<file path="src/rtl/uart_tx_dev_if.sv">
// Bridge-side register bus for the UART transmitter: word address, write strobe,
// write data and combinational read data.
interface uart_tx_dev_if;
    logic [29:0] Addr;
    logic        WE;
    logic [31:0] Din;
    logic [31:0] Dout;

    modport master (output Addr, WE, Din, input Dout);
    modport slave  (input Addr, WE, Din, output Dout);
endinterface

</file>
<file path="src/rtl/uart_tx_dev.sv">
// 8N1 UART transmitter on the bridge bus: CPU stores fill a small TX FIFO,
// a four-state FSM serialises bytes LSB first at DIVISOR clocks per bit.
module uart_tx_dev #(
    parameter int          FIFO_DEPTH = 8,
    parameter logic [15:0] DIV_RESET  = 16'd434
) (
    input  logic           clk,
    input  logic           reset,
    uart_tx_dev_if.slave   bus,
    output logic           IRQ,
    output logic           txd
);
    localparam int PTR_W = (FIFO_DEPTH > 1) ? $clog2(FIFO_DEPTH) : 1;
    localparam int CNT_W = PTR_W + 1;

    typedef enum logic [1:0] {S_IDLE, S_START, S_DATA, S_STOP} state_t;

    state_t             state_q, state_d;
    logic [15:0]        cnt_q, cnt_d;
    logic [2:0]         bit_q, bit_d;
    logic [7:0]         shift_q, shift_d;
    logic [1:0]         ctrl_q, ctrl_d;
    logic [15:0]        div_q, div_d;
    logic               ovf_q, ovf_d;
    logic [PTR_W-1:0]   wptr_q, wptr_d, rptr_q, rptr_d;
    logic [CNT_W-1:0]   count_q, count_d;
    logic               irq_q, irq_d;
    logic [7:0]         mem_q [FIFO_DEPTH];

    logic [1:0]         addr;
    logic               empty, full, push_req, push, pop, bit_end;
    logic [15:0]        div_eff, div_load;
    logic               unused_bits;

    assign addr        = bus.Addr[1:0];
    assign unused_bits = ^{bus.Addr[29:2], bus.Din[31:16]};
    assign div_eff     = (div_q < 16'd2) ? 16'd2 : div_q;
    // The bit counter runs down from DIV-1, so a divisor change only lands at a bit boundary.
    assign div_load    = div_eff - 16'd1;
    assign bit_end     = (cnt_q == 16'd0);
    assign empty       = (count_q == '0);
    assign full        = (count_q == CNT_W'(FIFO_DEPTH));
    assign push_req    = bus.WE && (addr == 2'd0);
    assign pop         = ctrl_q[0] && !empty &&
                         ((state_q == S_IDLE) || ((state_q == S_STOP) && bit_end));
    assign push        = push_req && (!full || pop);
    assign IRQ         = irq_q;

    always_ff @(posedge clk or negedge reset) begin
        if (!reset) begin
            state_q <= S_IDLE;
            cnt_q   <= '0;
            bit_q   <= '0;
            shift_q <= '0;
            ctrl_q  <= '0;
            div_q   <= DIV_RESET;
            ovf_q   <= 1'b0;
            wptr_q  <= '0;
            rptr_q  <= '0;
            count_q <= '0;
            irq_q   <= 1'b0;
        end else begin
            state_q <= state_d;
            cnt_q   <= cnt_d;
            bit_q   <= bit_d;
            shift_q <= shift_d;
            ctrl_q  <= ctrl_d;
            div_q   <= div_d;
            ovf_q   <= ovf_d;
            wptr_q  <= wptr_d;
            rptr_q  <= rptr_d;
            count_q <= count_d;
            irq_q   <= irq_d;
        end
    end

    // Storage needs no reset: the pointers and count define what is valid.
    always_ff @(posedge clk) begin
        if (push) begin
            mem_q[wptr_q] <= bus.Din[7:0];
        end
    end

    always_comb begin
        ctrl_d  = ctrl_q;
        div_d   = div_q;
        ovf_d   = ovf_q;
        wptr_d  = push ? wptr_q + 1'b1 : wptr_q;
        rptr_d  = pop  ? rptr_q + 1'b1 : rptr_q;
        count_d = count_q + CNT_W'(push) - CNT_W'(pop);
        if (push_req && full && !pop) begin
            ovf_d = 1'b1;
        end
        if (bus.WE) begin
            case (addr)
                2'd1:    ctrl_d = bus.Din[1:0];
                2'd2:    ovf_d  = 1'b0;
                2'd3:    div_d  = bus.Din[15:0];
                default: ;
            endcase
        end
    end

    always_comb begin
        state_d = state_q;
        cnt_d   = bit_end ? div_load : cnt_q - 16'd1;
        bit_d   = bit_q;
        shift_d = shift_q;
        case (state_q)
            S_IDLE: begin
                cnt_d = cnt_q;
                if (pop) begin
                    state_d = S_START;
                    cnt_d   = div_load;
                    shift_d = mem_q[rptr_q];
                end
            end
            S_START: begin
                if (bit_end) begin
                    state_d = S_DATA;
                    bit_d   = 3'd0;
                end
            end
            S_DATA: begin
                if (bit_end) begin
                    shift_d = {1'b0, shift_q[7:1]};
                    if (bit_q == 3'd7) begin
                        state_d = S_STOP;
                    end else begin
                        bit_d = bit_q + 3'd1;
                    end
                end
            end
            S_STOP: begin
                // Chaining straight into START keeps back-to-back frames gapless.
                if (bit_end) begin
                    if (pop) begin
                        state_d = S_START;
                        shift_d = mem_q[rptr_q];
                    end else begin
                        state_d = S_IDLE;
                    end
                end
            end
            default: state_d = S_IDLE;
        endcase
    end

    always_comb begin
        case (state_q)
            S_START: txd = 1'b0;
            S_DATA:  txd = shift_q[0];
            default: txd = 1'b1;
        endcase
        irq_d = ctrl_q[1] && empty && (state_q == S_IDLE);
    end

    always_comb begin
        case (addr)
            2'd1:    bus.Dout = {30'd0, ctrl_q};
            2'd2:    bus.Dout = {24'd0, 4'(count_q), ovf_q, (state_q != S_IDLE), full, empty};
            2'd3:    bus.Dout = {16'd0, div_q};
            default: bus.Dout = 32'd0;
        endcase
    end
endmodule

</file>
<file path="src/flat_wrapper.sv">
// flat-port wrapper written by rule: the top's interface ports become plain ports
module uart_tx_dev_flat 
#(
    parameter int          FIFO_DEPTH = 8,
    parameter logic [15:0] DIV_RESET  = 16'd434
)
  (clk, reset, IRQ, txd, bus_Addr, bus_WE, bus_Din, bus_Dout);
  uart_tx_dev_if bus_i ();
  input  logic clk;
  input  logic reset;
  output logic IRQ;
  output logic txd;
  input wire logic [$bits(bus_i.Addr)-1:0] bus_Addr;
  input wire logic [$bits(bus_i.WE)-1:0] bus_WE;
  input wire logic [$bits(bus_i.Din)-1:0] bus_Din;
  output wire logic [$bits(bus_i.Dout)-1:0] bus_Dout;
  assign bus_i.Addr = bus_Addr;
  assign bus_i.WE = bus_WE;
  assign bus_i.Din = bus_Din;
  assign bus_Dout = bus_i.Dout;
  uart_tx_dev #(.FIFO_DEPTH(FIFO_DEPTH), .DIV_RESET(DIV_RESET)) u_core (.clk(clk), .reset(reset), .bus(bus_i), .IRQ(IRQ), .txd(txd));
endmodule
</file>
<file path="config.mk">
export PLATFORM = sky130hd
export DESIGN_NAME = uart_tx_dev_flat
export DESIGN_NICKNAME = d
export VERILOG_FILES = /design/src/rtl/uart_tx_dev_if.sv /design/src/rtl/uart_tx_dev.sv /design/src/flat_wrapper.sv
export SDC_FILE = /design/constraint.sdc
export NUM_CORES = 1
export LEC_CHECK = 0
export ABC_AREA = 1
export CAP_MARGIN = 20
export CELL_PAD_IN_SITES_DETAIL_PLACEMENT = 0
export CELL_PAD_IN_SITES_GLOBAL_PLACEMENT = 1
export CORE_MARGIN = 2
export CORE_UTILIZATION = 40
export DETAILED_ROUTE_END_ITERATION = 7
export GPL_TIMING_DRIVEN = 1
export MAX_ROUTING_LAYER = met4
export PLACE_DENSITY_LB_ADDON = 0.1
export SETUP_SLACK_MARGIN = 0.05
export SLEW_MARGIN = 25
export SYNTH_ARGS = -nofsm -noshare
export SYNTH_HDL_FRONTEND = slang
export SYNTH_SLANG_ARGS = --single-unit
</file>
<file path="constraint.sdc">
create_clock -name clk -period 2.8 [get_ports clk]
set_input_delay 0.56 -clock clk [delete_from_list [all_inputs] [get_ports clk]]
set_output_delay 0.56 -clock clk [all_outputs]
set_load 0.01 [all_outputs]
</file>
Word level (Yosys, flattened, before mapping). Memories as Yosys holds them, arrays and structs flattened. Cells that the tools add are included.

Register bits after elaboration: 59. RAM bits: 64. Bits of input ports: 65. Output and inout port bits: 34. Word-level logic and storage cells: 86. Memories kept: 1.

$add $sub $neg: 7. Magnitude comparators: 1. Eq/ne operators: 14. Muxes and demuxes: 26. Reductions and logical operators: 26.

Memories: u_core.mem_q (words 8, width 8, rd ports 1, clocked after memory_dff 0, wr ports 1, RTL line uart_tx_dev.sv:28) `logic [7:0] mem_q [FIFO_DEPTH];`.

Operators with widths (number): $mux W16 (4); $pmux W16 S3 (1); $sub A16 B1 Y16 const B (2); $mux W8 (3); $pmux W8 S3 (1); $logic_not A16 Y1 (1); $lt A16 B2 Y1 const B (1); $mux W2 (5); $ne A2 B1 Y1 const B (5); $add A3 B1 Y3 const B (3); $logic_and A1 B1 Y1 (9); $mux W3 (3); $eq A2 B2 Y1 const B (4); $pmux W2 S4 (1); $mux W1 (6); $pmux W3 S2 (1); $reduce_and A5 Y1 (1); $add A4 B1 Y4 (1); $eq A2 B1 Y1 const B (2); $eq A4 B4 Y1 const B (1); $logic_not A2 Y1 (2); $logic_not A4 Y1 (1); $reduce_and A2 Y1 (2); $reduce_and A4 Y1 (1); other kinds (9) (13).

Longest topological paths before layout. Gate-level depths: netlist of run 1.

Word-level depth: 9. Mapped depth: 15. Depth with buffers taken out: 15.

Worst setup path after synthesis of run 1. Ideal clock, no wire load.

Path kind: flip-flop to flip-flop. Start point: register u_core.cnt_q[0]. End point: register u_core.count_q[2]. Setup time: 0.123 ns. Arrival: 2.248 ns. Required time: 2.677 ns. Setup slack: 0.429 ns. Cell stages (with the launch flop): 15. Path buffers: 0. Period minus slack after synthesis: 2.371 ns. Path through: dfrtp_1 > inv_1 > ha_1 > nand2_2 > nor2_4 > nand2_4 > o21ai_4 > nand2_4 > inv_1 > ha_1 > inv_1 > ha_1 > inv_1 > fa_1 > xnor2_1.

Word-level cells in the longest chain between the ends: 8.

Ends and longest elaborated chain: from (decl) (RTL line uart_tx_dev.sv:19) `logic [15:0] cnt_q, cnt_d;`; from (signal assigned) (RTL line uart_tx_dev.sv:64) `cnt_q <= cnt_d;`; $logic_not A16 Y1 * (RTL line uart_tx_dev.sv:40) `assign bit_end = (cnt_q == 16'd0);`; $logic_and A1 B1 Y1 * (RTL line uart_tx_dev.sv:45) `((state_q == S_IDLE) || ((state_q == S_STOP) && bit_end));`; $logic_or A1 B1 Y1 * (RTL line uart_tx_dev.sv:45); $logic_and A1 B1 Y1 * (RTL line uart_tx_dev.sv:44) `assign pop = ctrl_q[0] && !empty &&`; via u_core.pop (RTL line uart_tx_dev.sv:31) `logic empty, full, push_req, push, pop, bit_end;`; $logic_or A1 B1 Y1 (RTL line uart_tx_dev.sv:46) `assign push = push_req && (!full || pop);`; $logic_and A1 B1 Y1 (RTL line uart_tx_dev.sv:46); $add A4 B1 Y4 (RTL line uart_tx_dev.sv:90) `count_d = count_q + CNT_W'(push) - CNT_W'(pop);`; $sub A4 B1 Y4 * (RTL line uart_tx_dev.sv:90); via u_core.count_d[2] (RTL line uart_tx_dev.sv:26) `logic [CNT_W-1:0] count_q, count_d;`; to (signal assigned) (RTL line uart_tx_dev.sv:72) `count_q <= count_d;`; to (decl) (RTL line uart_tx_dev.sv:26).

The timed path passes the listed nets; every way through them passes the cells marked *. A chain may end at the register's enable or synchronous reset.

Worst setup path in the final report of run 1.
Start point: input bus_Addr[1]. End point: output bus_Dout[7].

Word-level cells in the longest chain between the ends: 2. Elaborated cells between the ends (all ways): 4.

Ends and longest elaborated chain: from (decl) (RTL line flat_wrapper.sv:13) `input wire logic [$bits(bus_i.Addr)-1:0] bus_Addr;`; $eq A2 B2 Y1 or $eq A2 B1 Y1 (tied branches) (RTL line uart_tx_dev.sv:159) `case (addr)`; $pmux W16 S3 * (RTL line uart_tx_dev.sv:159); to (decl) (RTL line flat_wrapper.sv:16) `output wire logic [$bits(bus_i.Dout)-1:0] bus_Dout;`.

Mark *: on every way between the ends. The rest lies on a longest branch, timed or not.

==> impl_results.md, run 1 <==
* Outcome: complete, no violations
* Post-route ant nets at 0
* Die ar. at ~17000 um2
* RSZ-0062 raised after global routing: true
* Post-route worst setup slack at about 99 ps
* Total Wirelength at between 15 and 20 mm
* Post-synthesis compound-gate area fraction at approximately 10%
* Leakage at 3.28 nW
* Mapped cell area at between 6000 and 7000 um2
* # resized after CTS at 2
* Total power at ~7.6 mW
* CTS Sinks at about 120
* Fin. max-slew vios at 0
* First-pass GRT wire length at between 20 and 25 mm
* Post-CTS Setup Bufs at 0
* Final setup vio count at 0
* N_diodes at 0
* Fmax at ~370 MHz
* R2R Path End: u_core.count_q[1]
* Final Hold Fails at 0
* Synthesized-area fraction occupied by adder cells at ~3.6%
* Input/output buffers at 38
* TritonRoute pass-1 iters at 7
* Nets at approximately 860
* Setup TNS at 0 ps
* Gpl congestion at between 0.8 and 0.9
* Die H at approximately 130 um
* Post-synth EDFFs at 64
* Residual DRC count at 0
* Max FO, Critical Path at 6
* # H-tree levels at 4
* Kind of critical path: primary input to output pin
* Total track usage at between 15 and 20%
* Initial antenna violation count at 0
* Fin crit period at approximately 2700 ps
* Initial Util at between 40% and 50%
* Grt total ovfl at 0
* CTS root buf: clkbuf_16
* Cell Chain, Critical Path: clkdlybuf4s50_1 > inv_1 > nor2_1 > inv_1 > o22ai_1 > clkdlybuf4s50_1
* Total CTS buffers at 17
* Seq cells post-synth at around 120
* Hold buffers post-CTS at 0
* Core ar. at between 15000 and 20000 um2
* Number of vias per cell at 4.93
* Post-layout util at slightly below 50%
* TritonCTS clock tree: yes
* Ys async rst share at a little under half
* P per Cell Area at a little under 1000 nW/um2
* Synth Area in Simple Gates at about a quarter
* Worst R2R Path Depth at 14
* Io pins at 99
* Slowest-stage cell, CP: clkdlybuf4s50_1
* Post-Synthesis Cells at between 700 and 800
* Worst-Margin Slew at about 710 ps
* Avg Cell Area, Syn at ~8.9 um2
* Synth warnings at 0
* Max-slew headroom at a little over half
* Die Wd at 131 um
* Synth Area in XOR/XNOR at under 10%
* Critical Path RT at 2240 ps
* Endpoint type of the worst setup path: output pin
* CP peak stage delay at 560 ps
* Count of distinct cell types in the synthesized netlist at a little over 40
* Pin count of the biggest net entering global routing at 34
* FP Rows at 46
* Mux contribution to synthesized area at 0%
* VDD IR max at 475 uV
* Worst r2r src: u_core.cnt_q[0]
* Hold Path Class: primary input to async pin
* Seq/Total Area, Yosys at around 53%
* DR vias at ~5000
* Worst skew pair latency at 430 ps
* Worst-path clk slew at 50 ps
* Maximum Capacitance Violations at 0
* Avg WL per Cell at approximately 15 um
* Final Cycle Share at 96.5%
* Crit path DAT at 2140 ps
* Layout cell share with drive strength beyond 1 at 12.9%
* Largest family of logic cells by synthesized area: simple AND/OR/NAND/NOR gates
* Top delay family on crit path: buffers and inverters
* Critical Path Source Type: primary input
* Vias in the first global route at 4706
* Crit path buf inv count at 4
* Top FF cell, synth: edfxtp_1
* DP HPWL at 10.8 mm
* R2r setup slk at 260 ps
* Clock skew at between 10 and 15 ps
* DRT iter0 DRCs at roughly 340
* Pre-CTS setup slack at a little over 100 ps
* Area Overhead vs Synth at 20.2%
* Clk buf depth at 2
## registers in the layout, indices dropped and copies added, names as in the netlist
name            count
u_core.IRQ          1
u_core.bit_q        3
u_core.cnt_q       16
u_core.count_q      4
u_core.ctrl_q       2
u_core.div_q       16
u_core.mem_q       64
u_core.ovf_q        1
u_core.rptr_q       3
u_core.shift_q      8
u_core.state_q      2
u_core.wptr_q       3
## cells in the final DEF, fill, tap and decap left out, types with 3 or more instances in the layout
| cell type | n |
|---|---|
| dfstp_2 | 5 |
| clkinv_1 | 5 |
| nand3_1 | 57 |
| nor2_1 | 95 |
| o21ai_0 | 60 |
| xnor2_1 | 7 |
| nor2_4 | 3 |
| buf_4 | 28 |
| dlymetal6s2s_1 | 5 |
| o211ai_1 | 5 |
| o22ai_1 | 7 |
| nand2_2 | 8 |
| dfrtp_1 | 54 |
| edfxtp_1 | 64 |
| inv_1 | 54 |
| o21ai_2 | 7 |
| clkbuf_16 | 17 |
| o21ai_1 | 7 |
| nor2_2 | 9 |
| nand4_1 | 11 |
| conb_1 | 16 |
| nor3_1 | 3 |
| clkdlybuf4s50_1 | 31 |
| a21oi_1 | 19 |
| clkinv_4 | 5 |
| ha_1 | 17 |
| nand2_1 | 152 |
| xor2_1 | 11 |
| nand2_4 | 4 |
| inv_6 | 3 |
## through the flow
| stage | instances | hold WS (ps) | cell area, um2 |
|---|---|---|---|
| 5_1_grt | 1009 | 245 | 7730 |
| 3_3_place_gp | 977 | 460 | 7130 |
| 4_1_cts | 1009 | 213 | 7710 |
| 3_5_place_dp | 977 | 463 | 7130 |
| 2_1_floorplan | 734 | 264 | 6490 |
| 6_report | 1009 | 189 | 7730 |
## power by group
group | switching (mW) | internal (mW) | total, mW
Combinational | 1.78 | 1.07 | 2.85
Sequential | 0.356 | 2.28 | 2.63
Clock | 0.837 | 1.32 | 2.16
Total | 2.97 | 4.66 | 7.64
## final cells by class
| class | instances | area [um2] |
|---|---|---|
| Fill cell | 1530 | 8100 |
| Sequential cell | 123 | 3400 |
| Multi-Input combinational cell | 512 | 2640 |
| Timing Repair Buffer | 67 | 617 |
| Clock buffer | 19 | 433 |
| Tap cell | 216 | 270 |
| Inverter | 59 | 225 |
| Clock inverter | 13 | 146 |
## cell families after synthesis
family / count (synthesis)
compound gates: 112
xor+xnor: 18
fa+ha+maj: 18
buf+inv: 99
flops: 123
other cells: 1
simple gates: 348
## worst max path at each step
stage / from / to / cells past startpoint
detailed placement: bus_Addr[1] / bus_Dout[0] / 6
finish: bus_Addr[1] / bus_Dout[7] / 6
global placement: bus_Addr[1] / bus_Dout[0] / 6
CTS: bus_Addr[1] / bus_Dout[2] / 6
global route: bus_Addr[1] / bus_Dout[7] / 6
floorplan: u_core.cnt_q[0] / u_core.count_q[2] / 14
## synth_stat cells (2+ instances only)
| master | number | area, um2 |
|---|---|---|
| ha_1 | 17 | 213 |
| nand2_1 | 153 | 574 |
| o22ai_1 | 7 | 43.8 |
| nor2_1 | 95 | 357 |
| a21oi_1 | 19 | 95.1 |
| nor3_1 | 3 | 15.0 |
| nand3_1 | 57 | 285 |
| nand2_2 | 7 | 43.8 |
| clkbuf_1 | 14 | 52.6 |
| xor2_1 | 11 | 96.3 |
| o21ai_1 | 7 | 35.0 |
| edfxtp_1 | 64 | 1920 |
| xnor2_1 | 7 | 61.3 |
| dfrtp_1 | 54 | 1350 |
| inv_1 | 55 | 206 |
| nor2_2 | 9 | 56.3 |
| nor2_4 | 3 | 33.8 |
| buf_2 | 6 | 30.0 |
| clkinv_1 | 4 | 15.0 |
| dfstp_2 | 5 | 131 |
| o21ai_2 | 7 | 61.3 |
| buf_4 | 18 | 135 |
| nand2_4 | 4 | 45.0 |
| nand4_1 | 11 | 68.8 |
| nor3b_1 | 2 | 15.0 |
| o211ai_1 | 5 | 37.5 |
| o21a_1 | 2 | 15.0 |
| o21ai_0 | 60 | 300 |
## metal layers
metal / track usage [%] / vias to the layer above / part of all wire, %
met5: - / - / 0
met4: 5.76 / 0 / 1.0
met3: 4.60 / 14 / 4.0
met2: 27.7 / 94 / 45
met1: 27.5 / 2383 / 50
li1: - / 2485 / -
No activity file was read; power rests on OpenSTA's default activity.
==> run 2: changes to the inputs <==
--- a/config.mk
+++ b/config.mk
@@ -5,7 +5,7 @@
 export SDC_FILE = /design/constraint.sdc
 export NUM_CORES = 1
 export LEC_CHECK = 0
-export ABC_AREA = 1
+export ABC_AREA = 0
 export CAP_MARGIN = 20
 export CELL_PAD_IN_SITES_DETAIL_PLACEMENT = 0
 export CELL_PAD_IN_SITES_GLOBAL_PLACEMENT = 1
==> run 2 against run 1 <==
Routed wire length down 2.5%. Critical path depth fell by 1. Via count decreased by 14%. Count of clock-buffer cells in the layout down 2. Register-to-register slack lost 40 ps. Non-clock buffer count is 28 higher. Clock power grew 7%. Die area shrank 2.5%. Critical path type unchanged. Sequential share of layout area is 0.74 points lower. Area after synthesis shrank 2.6%. Synthesized cell count fell by 31%. First-iteration DRC count fell by 3.5%.
==> impl_results.md, run 2 <==
* Outcome: complete, no violations
* Area Overhead vs Synth at 25.6%
* Grt total ovfl at 0
* DR vias at ~4300
* Fin crit period at 2660 ps
* Max FO, Critical Path at 14
* Avg WL per Cell at 18.2 um
* Clock skew at 12.1 ps
* Commonest non-fill, non-tap cell in the layout: edfxtp_1
* Io pins at between 90 and 100
* RSZ-0062 raised after global routing: true
* Fmax at roughly 380 MHz
* Cell Chain, Critical Path: clkdlybuf4s50_1 > buf_4 > mux2i_1 > nor2_1 > clkdlybuf4s50_1
* Commonest cells after routing, fill and taps aside: 64 x edfxtp_1, 56 x buf_4, 54 x dfrtp_1
* Critical Path Source Type: primary input
* FILL cells at between 1000 and 1500
* Nets at roughly 670
* Area share of the largest cell type after synthesis at 30.7%
* Number of vias per cell at 5.23
* Seq/Total Area, Yosys at between 50% and 60%
* Initial antenna violation count at 0
* Max-slew headroom at between 40% and 50%
* Input/output buffers at 38
* Core ar. at ~15000 um2
* Post-synth EDFFs at 64
* DP HPWL at around 10 mm
* Sw Share at 34.6%
* Leakage at about 3.1 nW
* Mapped cell area at roughly 6300 um2
* CTS root buf: clkbuf_16
* CP dominant cell by count: clkdlybuf4s50_1
* Synth cell count leaders: 64 x edfxtp_1, 54 x dfrtp_1, 31 x nor2_1
* VDD IR max at between 400 and 500 uV
* Total track usage at around 20%
* Pre-CTS setup slack at about 55 ps
* Total CTS buffers at 17
* FP Rows at 45
* Pin count of the biggest net entering global routing at 36
* Worst-path clk slew at ~60 ps
* Hold Path Class: primary input to async pin
* Initial Util at 41.0%
* Post-route worst setup slack at about 140 ps
* Crit path DAT at ~2100 ps
* Final setup vio count at 0
* Most frequent cell after synthesis: edfxtp_1
* Kind of critical path: primary input to output pin
* Total Wirelength at about 15 mm
* Synth top area cells: edfxtp_1 31%, dfrtp_1 22%, mux4_2 5.8%
* Layout cell share with drive strength beyond 1 at around 27%
* Gpl congestion at 0.831
* Fin. max-slew vios at 0
* TritonRoute pass-1 iters at 4
* Top reg by flops: u_core.mem_q
* Critical Path RT at between 2000 and 2500 ps
* Sequential power share at a little over a third
* Setup TNS at 0 ps
* Residual DRC count at 0
* Die Wd at approximately 130 um
* Ys async rst share at 48.0%
* Clk buf depth at 2
* Post-layout util at just over 50%
* TritonCTS clock tree: yes
* P per Cell Area at 987 nW/um2
* # H-tree levels at 4
* Avg Cell Area, Syn at 12.6 um2
* Clock power share at between 20 and 30%
* Post-route ant nets at 0
* Die H at approximately 130 um
* Max reg flops at 64
* Final Cycle Share at between 90% and 100%
* Combinational Power Share at between 30% and 40%
* Count of distinct cell types in the synthesized netlist at slightly below 70
* CP peak stage delay at 560 ps
* Seq cells post-synth at 123
* Top FF cell, synth: edfxtp_1
* Synth warnings at 0
* Vias in the first global route at between 4000 and 5000
* Sw power at about 2.7 mW
* First-pass GRT wire length at ~23 mm
* Int Pwr at roughly 5.1 mW
* N_diodes at 0
* Worst skew pair latency at just over 400 ps
* Worst-Margin Slew at roughly 820 ps
* Synth area leader: edfxtp_1
* DRT iter0 DRCs at roughly 330
* Die ar. at 16700 um2
* Endpoint type of the worst setup path: output pin
* Post-Synthesis Cells at around 500
* Top flop regs: u_core.mem_q: 64 flops, u_core.cnt_q: 16 flops, u_core.div_q: 16 flops
* CTS Sinks at roughly 120
* Maximum Capacitance Violations at 0
* Final Hold Fails at 0
* Slowest-stage cell, CP: clkdlybuf4s50_1
==> run 2: cell families (layout without fill, tap and decap cells) <==
| logic type | Yosys count | in the layout | synth area share, % |
|---|---|---|---|
| muxes | 62 | 62 | 14.1 |
| other | 1 | 16 | 0.0599 |
| buffers and inverters | 55 | 144 | 4.49 |
| and+or+nand+nor | 138 | 138 | 12.1 |
| xor gates and xnor gates | 18 | 18 | 2.52 |
| adders and majority gates | 18 | 18 | 3.72 |
| DFF | 123 | 123 | 54.4 |
| AOI/OAI and AO/OA | 83 | 83 | 8.67 |
==> run 2: layer usage <==
| metal | wire length (um) | up-vias | track usage, % | part of all wire (%) |
|---|---|---|---|---|
| met2 | 7060 | 79 | 29.4 | 48 |
| met4 | 76 | 0 | 4.73 | 0.51 |
| li1 | - | 2026 | - | - |
| met1 | 7070 | 2146 | 26.8 | 48 |
| met3 | 569 | 4 | 4.75 | 3.9 |
| met5 | 0 | - | - | 0 |
==> run 2: timing repair <==
item / 4_1_cts / 5_1_grt
pin swaps: 0 / 1
resized for setup: 4 / 18
hold buffers: 0 / 0
setup buffers: 0 / 1
endpoints found under the setup margin: 7 / 14
hold endpoints to repair: 0 / 0
==> run 2: final cells by class <==
class	count	area, um2	share of cell area [%]
sequential	123	3400	43.3
multi-input combinational	335	2700	34.3
timing repair buffer	95	807	10.3
clock buffer	17	425	5.41
tap	211	264	3.36
clock inverter	15	201	2.56
inverter	17	65.1	0.827
==> run 2: power groups by stage <==
| stage | combinational [mW] | sequential (mW) | clock, mW |
|---|---|---|---|
| 2_1_floorplan | 1.91 | 2.60 | 0 |
| 3_3_place_gp | 2.65 | 2.74 | 0 |
| 3_5_place_dp | 2.70 | 2.75 | 0 |
| 4_1_cts | 2.70 | 2.72 | 2.36 |
| 5_1_grt | 3.01 | 2.80 | 2.46 |
| 6_report | 2.71 | 2.73 | 2.32 |
==> run 2: worst max-delay path, delay by kind of cell <==
family	cells	cell delay, ps
muxes	1	220
and+or+nand+nor	1	60
buffers and inverters	3	1270
==> run 2: through the flow <==
step | instances | hold WS, ps | area, um2 | power, mW
floorplan | 513 | 264 | 6330 | 4.51
global placement | 780 | 480 | 7190 | 5.39
detailed placement | 780 | 492 | 7190 | 5.44
CTS | 812 | 192 | 7810 | 7.78
global route | 813 | 214 | 7870 | 8.27
finish | 813 | 183 | 7870 | 7.76
==> run 2: final timing paths <==
check	startpoint	endpoint	slack, ps	cells past startpoint
worst max-delay path	bus_Addr[0]	bus_Dout[6]	140	5
worst min-delay path	reset	u_core.cnt_q[13]	180	1
worst max register to register	u_core.cnt_q[1]	u_core.mem_q[6][2]	220	11
worst min register to register	u_core.wptr_q[2]	u_core.wptr_q[2]	500	1
max in group asynchronous	reset	u_core.div_q[1]	1920	2
min in group clk	u_core.wptr_q[2]	u_core.wptr_q[2]	500	1
==> run 3: changes to the inputs <==
--- a/config.mk
+++ b/config.mk
@@ -11,6 +11,7 @@
 export CELL_PAD_IN_SITES_GLOBAL_PLACEMENT = 1
 export CORE_MARGIN = 2
 export CORE_UTILIZATION = 40
+export CTS_CLUSTER_DIAMETER = 30
 export DETAILED_ROUTE_END_ITERATION = 7
 export GPL_TIMING_DRIVEN = 1
 export MAX_ROUTING_LAYER = met4
==> results of run 3 <==
Final layout, timing and power as in run 2 (identical DEF).
